[src/rtl/guess_game_ctrl_pkg.sv]
// Shared definitions for the number-guessing game: state codes, BCD width,
// display glyph codes and the saturating two-digit BCD increment.
package guess_game_ctrl_pkg;

  typedef enum logic [2:0] {
    ST_IDLE = 3'd0,
    ST_PLAY = 3'd1,
    ST_LO   = 3'd2,
    ST_HI   = 3'd3,
    ST_HIT  = 3'd4,
    ST_LOSE = 3'd5
  } game_state_t;

  localparam int BCD_W = 4;

  localparam logic [BCD_W-1:0] GLYPH_P    = 4'd10;
  localparam logic [BCD_W-1:0] GLYPH_L    = 4'd11;
  localparam logic [BCD_W-1:0] GLYPH_A    = 4'd12;
  localparam logic [BCD_W-1:0] GLYPH_Y    = 4'd13;
  localparam logic [BCD_W-1:0] GLYPH_H    = 4'd14;
  localparam logic [BCD_W-1:0] GLYPH_DASH = 4'd15;

  // Two-digit BCD increment that sticks at 99.
  function automatic logic [2*BCD_W-1:0] bcd_inc_sat(input logic [2*BCD_W-1:0] c);
    if (c == 8'h99)
      return c;
    if (c[BCD_W-1:0] == 4'd9)
      return {c[2*BCD_W-1:BCD_W] + 4'd1, 4'd0};
    return {c[2*BCD_W-1:BCD_W], c[BCD_W-1:0] + 4'd1};
  endfunction

endpackage

[src/rtl/guess_game_ctrl_button_sync_edge.sv]
// Two-flop synchroniser plus registered falling-edge detector for an
// active-low push-button; emits one single-cycle pulse per press.
module button_sync_edge (
  input  logic Clock,
  input  logic Reset,
  input  logic i_btn_n,
  output logic o_pulse
);

  logic       r_sync1;
  logic       r_sync2;
  logic       r_prev;
  logic       r_pulse;
  logic       r_armed;
  logic [1:0] r_fill;

  // Detection stays disarmed until the synchronised button has been seen
  // released, so a button held through reset release cannot fire.
  always_ff @(posedge Clock or negedge Reset) begin
    if (!Reset) begin
      r_sync1 <= 1'b1;
      r_sync2 <= 1'b1;
      r_prev  <= 1'b1;
      r_pulse <= 1'b0;
      r_armed <= 1'b0;
      r_fill  <= 2'b00;
    end else begin
      r_sync1 <= i_btn_n;
      r_sync2 <= r_sync1;
      r_prev  <= r_sync2;
      r_fill  <= {r_fill[0], 1'b1};
      r_armed <= r_armed | (r_fill[1] & r_sync2);
      r_pulse <= r_armed & r_prev & ~r_sync2;
    end
  end

  assign o_pulse = r_pulse;

endmodule

[src/rtl/guess_game_ctrl.sv]
// Game sequencer: button pulses, secret latch, guess compare, BCD count, hold timer.
// Optional guess limit (LOSE state) enabled by defining GUESS_LIMIT_EN.
module guess_game_ctrl
  import guess_game_ctrl_pkg::*;
#(
  parameter int N           = 10,
  parameter int HOLD_CYCLES = 25_000_000,
  parameter int MAX_GUESSES = 10
) (
  input  logic             Clock,
  input  logic             Reset,
  input  logic             Start_button,
  input  logic             Guess_button,
  input  logic [N-1:0]     guess,
  input  logic [N-1:0]     random,
  output logic             lfsr_run,
  output logic [2:0]       state,
  output logic [BCD_W-1:0] count0,
  output logic [BCD_W-1:0] count1
);

  localparam int TW = (HOLD_CYCLES > 1) ? $clog2(HOLD_CYCLES + 1) : 1;
  localparam logic [TW-1:0] HOLD_LD = TW'(HOLD_CYCLES);
`ifdef GUESS_LIMIT_EN
  localparam logic [2*BCD_W-1:0] MAX_BCD = {4'(MAX_GUESSES / 10), 4'(MAX_GUESSES % 10)};
`endif

  logic               w_start_p;
  logic               w_guess_p;
  logic [2*BCD_W-1:0] w_count_inc;
  game_state_t        w_result;

  game_state_t        r_state;
  logic [N-1:0]       r_secret;
  logic [TW-1:0]      r_hold;
  logic [2*BCD_W-1:0] r_count;
  logic               r_lfsr_run;

  button_sync_edge u_start (
    .Clock   (Clock),
    .Reset   (Reset),
    .i_btn_n (Start_button),
    .o_pulse (w_start_p)
  );

  button_sync_edge u_guess (
    .Clock   (Clock),
    .Reset   (Reset),
    .i_btn_n (Guess_button),
    .o_pulse (w_guess_p)
  );

  always_comb begin
    w_count_inc = bcd_inc_sat(r_count);
    w_result    = ST_PLAY;
    if (guess == r_secret)
      w_result = ST_HIT;
`ifdef GUESS_LIMIT_EN
    else if (w_count_inc == MAX_BCD)
      w_result = ST_LOSE;
`endif
    else if (r_secret > guess)
      w_result = ST_LO;
    else
      w_result = ST_HI;
  end

  // Start has priority over everything, including a simultaneous guess.
  always_ff @(posedge Clock or negedge Reset) begin
    if (!Reset) begin
      r_state    <= ST_IDLE;
      r_secret   <= '0;
      r_hold     <= '0;
      r_count    <= '0;
      r_lfsr_run <= 1'b1;
    end else if (w_start_p) begin
      r_secret   <= random;
      r_count    <= '0;
      r_state    <= ST_PLAY;
      r_lfsr_run <= 1'b0;
    end else begin
      case (r_state)
        ST_PLAY, ST_LO, ST_HI: begin
          if (w_guess_p) begin
            r_count    <= w_count_inc;
            r_state    <= w_result;
            r_hold     <= HOLD_LD;
            r_lfsr_run <= (w_result == ST_HIT) || (w_result == ST_LOSE);
          end else if (r_state != ST_PLAY) begin
            if (r_hold == '0)
              r_state <= ST_PLAY;
            else
              r_hold <= r_hold - TW'(1);
          end
        end
        default: ;
      endcase
    end
  end

  assign state    = r_state;
  assign lfsr_run = r_lfsr_run;
  assign count0   = r_count[BCD_W-1:0];
  assign count1   = r_count[2*BCD_W-1:BCD_W];

endmodule

[config.mk]
export PLATFORM = sky130hd
export DESIGN_NAME = guess_game_ctrl
export DESIGN_NICKNAME = d
export VERILOG_FILES = /design/src/rtl/guess_game_ctrl_pkg.sv /design/src/rtl/guess_game_ctrl_button_sync_edge.sv /design/src/rtl/guess_game_ctrl.sv
export SDC_FILE = /design/constraint.sdc
export NUM_CORES = 1
export LEC_CHECK = 0
export CAP_MARGIN = 30
export CORE_MARGIN = 2
export CORE_UTILIZATION = 35
export DETAILED_ROUTE_END_ITERATION = 10
export HOLD_SLACK_MARGIN = 0.08
export RECOVER_POWER = 100
export SYNTH_ARGS = -nofsm -noshare
export SYNTH_HDL_FRONTEND = slang
export SYNTH_SLANG_ARGS = --single-unit
[constraint.sdc]
create_clock -name Clock -period 3.1 [get_ports Clock]
set_input_delay 0.93 -clock Clock [delete_from_list [all_inputs] [get_ports Clock]]
set_output_delay 0.93 -clock Clock [all_outputs]
set_load 0.02 [all_outputs]
==> results.py, run 1 <==
metrics = {
    "run_status": {
        "status": "finished, final reports clean",
    },
    "yosys": {
        "synth.avg_cell_area_um2": 10.4,
        "seq_area_frac_synth_pct": 48.9,
        "ys_ff_latch": 59,
        "syn_area_mm2": 0.00303,
        "synth_nets": 332,
        "synth_edf_count": 0,
        "ys_warn_count": 0,
        "syn-instance-count": 292,
        "synth_ff_type": "dfrtp_1",
        "synthDistinctLibCells": 50,
        "async_reset_ff_share_pct": 100,
    },
    "finish": {
        "n_fill_cell": 809,
        "nets": 374,
        "drive_above_1_share_pct": 13.0,
        "final_cell_mix": "52 x dfrtp_1, 25 x dlygate4sd3_1, 24 x nor2_1",
        "antenna_cells": 0,
        "mostFrequentLayoutCell": "dfrtp_1",
        "area_delta_synth_final_pct": 20.5,
    },
    "power": {
        "seqPwrFrac_pct": 46.0,
        "share_comb_of_total_power_pct": 21.1,
        "p_sw_mw": 0.670,
        "internal_power_mw": 1.45,
        "ir_drop_v": 0.000277,
        "p_leak_nw": 1.52,
        "sw_frac_of_total_pct": 31.6,
        "powerDensity_mw_per_mm2": 580,
        "pwr-share-clk_pct": 33.0,
    },
    "job": {
        "max_cap_violations": 0,
    },
    "route": {
        "wl_per_cell_um": 13.6,
        "drt-pass1-iter-count": 4,
        "antenna_left": 0,
        "wl_um": 6040,
        "drc": 0,
        "via_per_inst": 5.15,
        "vias": 2288,
        "drt-initial-drc-count": 68,
    },
    "timing": {
        "fin_tns_setup_ns": 0,
        "worst_pin_slew_ns": 1.36,
        "slew_headroom_pct": 9.11,
        "slew_violations": 0,
        "fmax_ghz": 0.379,
        "setup_viol": 0,
        "period_share_pct": 85.2,
        "rsz0062_at_grt": "no",
        "finalHoldViolCount": 0,
        "fin_worst_skew_ns": 0.00846,
        "finalCriticalPeriod_ns": 2.64,
        "holdWs_ns": 0.351,
    },
    "die": {
        "initial_core_util_pct": 36.6,
        "die_area_mm2": 0.00943,
        "io_pins": 36,
        "dieHeight_um": 97.1,
        "die_w_um": 97.1,
        "core-area_mm2": 0.00830,
        "std_cell_rows": 33,
    },
    "grt": {
        "grt_util_met2_pct": 21.6,
        "grt_pass1_vias": 2224,
        "antenna_found_initial": 0,
        "grt_max_degree": 36,
        "grt.met1_usage_pct": 17.8,
        "grt_pass1_wl_um": 10500,
        "track_usage_pct": 13.8,
        "gr-total-overflow": 0,
        "grt_util_met3_pct": 4.75,
        "top_usage_layer": "met2",
    },
    "critical_path": {
        "cp_top_family": "simple AND/OR/NAND/NOR gates",
        "critPathBufInv": 1,
        "crit_required_ns": 3.33,
        "path_cells": "inv_1, ha_1, nor4b_1, nand4_1, o21ai_0, mux2_2",
        "crit_slowest_cell": "o21ai_0",
        "cp-end-kind": "flip-flop",
        "cp_max_fo": 10,
        "crit_path_max_incr_delay_ns": 0.54,
        "arrival_ns": 2.87,
        "crit_path_start_kind": "flip-flop",
        "crit_type": "flip-flop to flip-flop",
    },
    "clocking": {
        "ctsHoldBuffers": 0,
        "cts_num_sinks": 59,
        "post_cts_resize_count": 0,
        "clk_pin_slew_ns": 0.07,
        "root_buffer": "clkbuf_8",
        "cts_tree": "built",
        "post-cts-setup-buffers": 0,
        "clkLatencyLatePin_ns": 0.34,
        "h-tree-depth": 3,
        "clock_path_buffers": 2,
        "cts_buffers": 9,
    },
    "placement": {
        "gp_congestion": 0.740,
        "hpwl_um": 4300,
        "io_buffers": 35,
    },
    "min_path": {
        "hold_class": "flip-flop to flip-flop",
    },
}
## flip-flops by register name, summed over array words and instances (netlist names)
name / cells
r_count: 8
u_guess.r_sync1: 1
u_guess.r_armed: 1
u_guess.r_fill: 2
state: 3
u_start.r_prev: 1
lfsr_run: 1
u_guess.r_prev: 1
u_start.o_pulse: 1
r_hold: 25
u_guess.r_sync2: 1
u_start.r_armed: 1
u_start.r_sync2: 1
u_guess.o_pulse: 1
u_start.r_sync1: 1
r_secret: 10
## per-layer routing
layer / wire [um] / vias to the layer above
met2: 2750 / 34
met1: 2960 / 1106
met3: 237 / 9
met5: 0 / -
li1: - / 1139
met4: 85 / 0
## cell families after synthesis
group,count (synthesis),synth area share (%)
adders and majority gates,16,6.60
muxes,12,4.37
xor gates and xnor gates,11,3.18
AOI/OAI and AO/OA,57,13.4
other,1,0.124
DFF,59,48.9
buffers and inverters,27,3.67
and+or+nand+nor,109,19.7
## cells in the mapped netlist (5+ instances only)
cell type / count / area (um2)
o211ai_1: 8 / 60.1
nor3_1: 6 / 30.0
inv_1: 18 / 67.6
xor2_1: 10 / 87.6
ha_1: 16 / 200
o21ai_0: 11 / 55.1
nand2_1: 20 / 75.1
nor4_1: 6 / 37.5
a21oi_1: 16 / 80.1
dfstp_2: 7 / 184
clkbuf_1: 5 / 18.8
nand3_1: 14 / 70.1
or3_1: 13 / 81.3
mux2_2: 10 / 113
or4_1: 5 / 37.5
dfrtp_1: 52 / 1300
nor2_1: 24 / 90.1
## power by group through the flow
stage / Combinational [mW] / Sequential [mW] / Clock [mW]
final: 0.447 / 0.976 / 0.700
after global routing: 0.504 / 0.993 / 0.762
after floorplan: 0.329 / 0.976 / 0
after detailed placement: 0.472 / 0.988 / 0
after CTS: 0.475 / 0.976 / 0.732
after global placement: 0.460 / 0.987 / 0
## layout make-up
class	count	area [um2]	area share (%)
flip-flops and latches	59	1490	40.6
multi-input cells	206	1400	38.2
repair buffers	40	375	10.3
well taps	105	131	3.59
clock buffers	9	124	3.39
clock inverters	7	76.3	2.09
inverters	18	67.6	1.85
## metrics by stage
step | utilization (%) | power (mW) | cell area (um2) | setup slack [ns] | instances
finish | 44.1 | 2.12 | 3660 | 0.459 | 444
global route | 44.1 | 2.26 | 3660 | 0.216 | 444
CTS | 44.9 | 2.18 | 3720 | 0.615 | 444
detailed placement | 42.5 | 1.46 | 3520 | 0.593 | 428
global placement | 42.5 | 1.45 | 3520 | 0.611 | 428
floorplan | - | 1.30 | 3030 | 1.04 | 292
## worst paths after layout
path                       slack (ns)  cells after the start              start                end
max                              0.46                      6          r_hold[0]          r_hold[0]
min                              0.35                      0  u_guess.r_fill[0]  u_guess.r_fill[1]
max reg2reg                      0.46                      6          r_hold[0]          r_hold[0]
min reg2reg                      0.35                      0  u_guess.r_fill[0]  u_guess.r_fill[1]
max in group asynchronous        0.72                      2              Reset         r_hold[14]
min in group asynchronous        0.88                      1              Reset        r_secret[0]
## worst register-to-register path: cells and delay by family, from the launching register on
kind,cells,cell delay [ns]
simple gates,2,0.96
compound gates,1,0.54
flops,1,0.41
mux,1,0.38
fa+ha+maj,1,0.14
buf+inv,1,0.09
No activity file was read; power rests on OpenSTA's default activity.
==> run 2: changes to the inputs <==
--- a/config.mk
+++ b/config.mk
@@ -9,6 +9,7 @@
 export CORE_MARGIN = 2
 export CORE_UTILIZATION = 35
 export DETAILED_ROUTE_END_ITERATION = 10
+export GPL_ROUTABILITY_DRIVEN = 0
 export HOLD_SLACK_MARGIN = 0.08
 export RECOVER_POWER = 100
 export SYNTH_ARGS = -nofsm -noshare
==> results of run 2 <==
No change in the layout: final DEF, timing and power equal those of run 1.
==> run 3: changes to the inputs <==
--- a/config.mk
+++ b/config.mk
@@ -12,6 +12,7 @@
 export GPL_ROUTABILITY_DRIVEN = 0
 export HOLD_SLACK_MARGIN = 0.08
 export RECOVER_POWER = 100
+export SETUP_SLACK_MARGIN = 0.3
 export SYNTH_ARGS = -nofsm -noshare
 export SYNTH_HDL_FRONTEND = slang
 export SYNTH_SLANG_ARGS = --single-unit
==> results of run 3 <==
No change in the layout: final DEF, timing and power equal those of run 1.
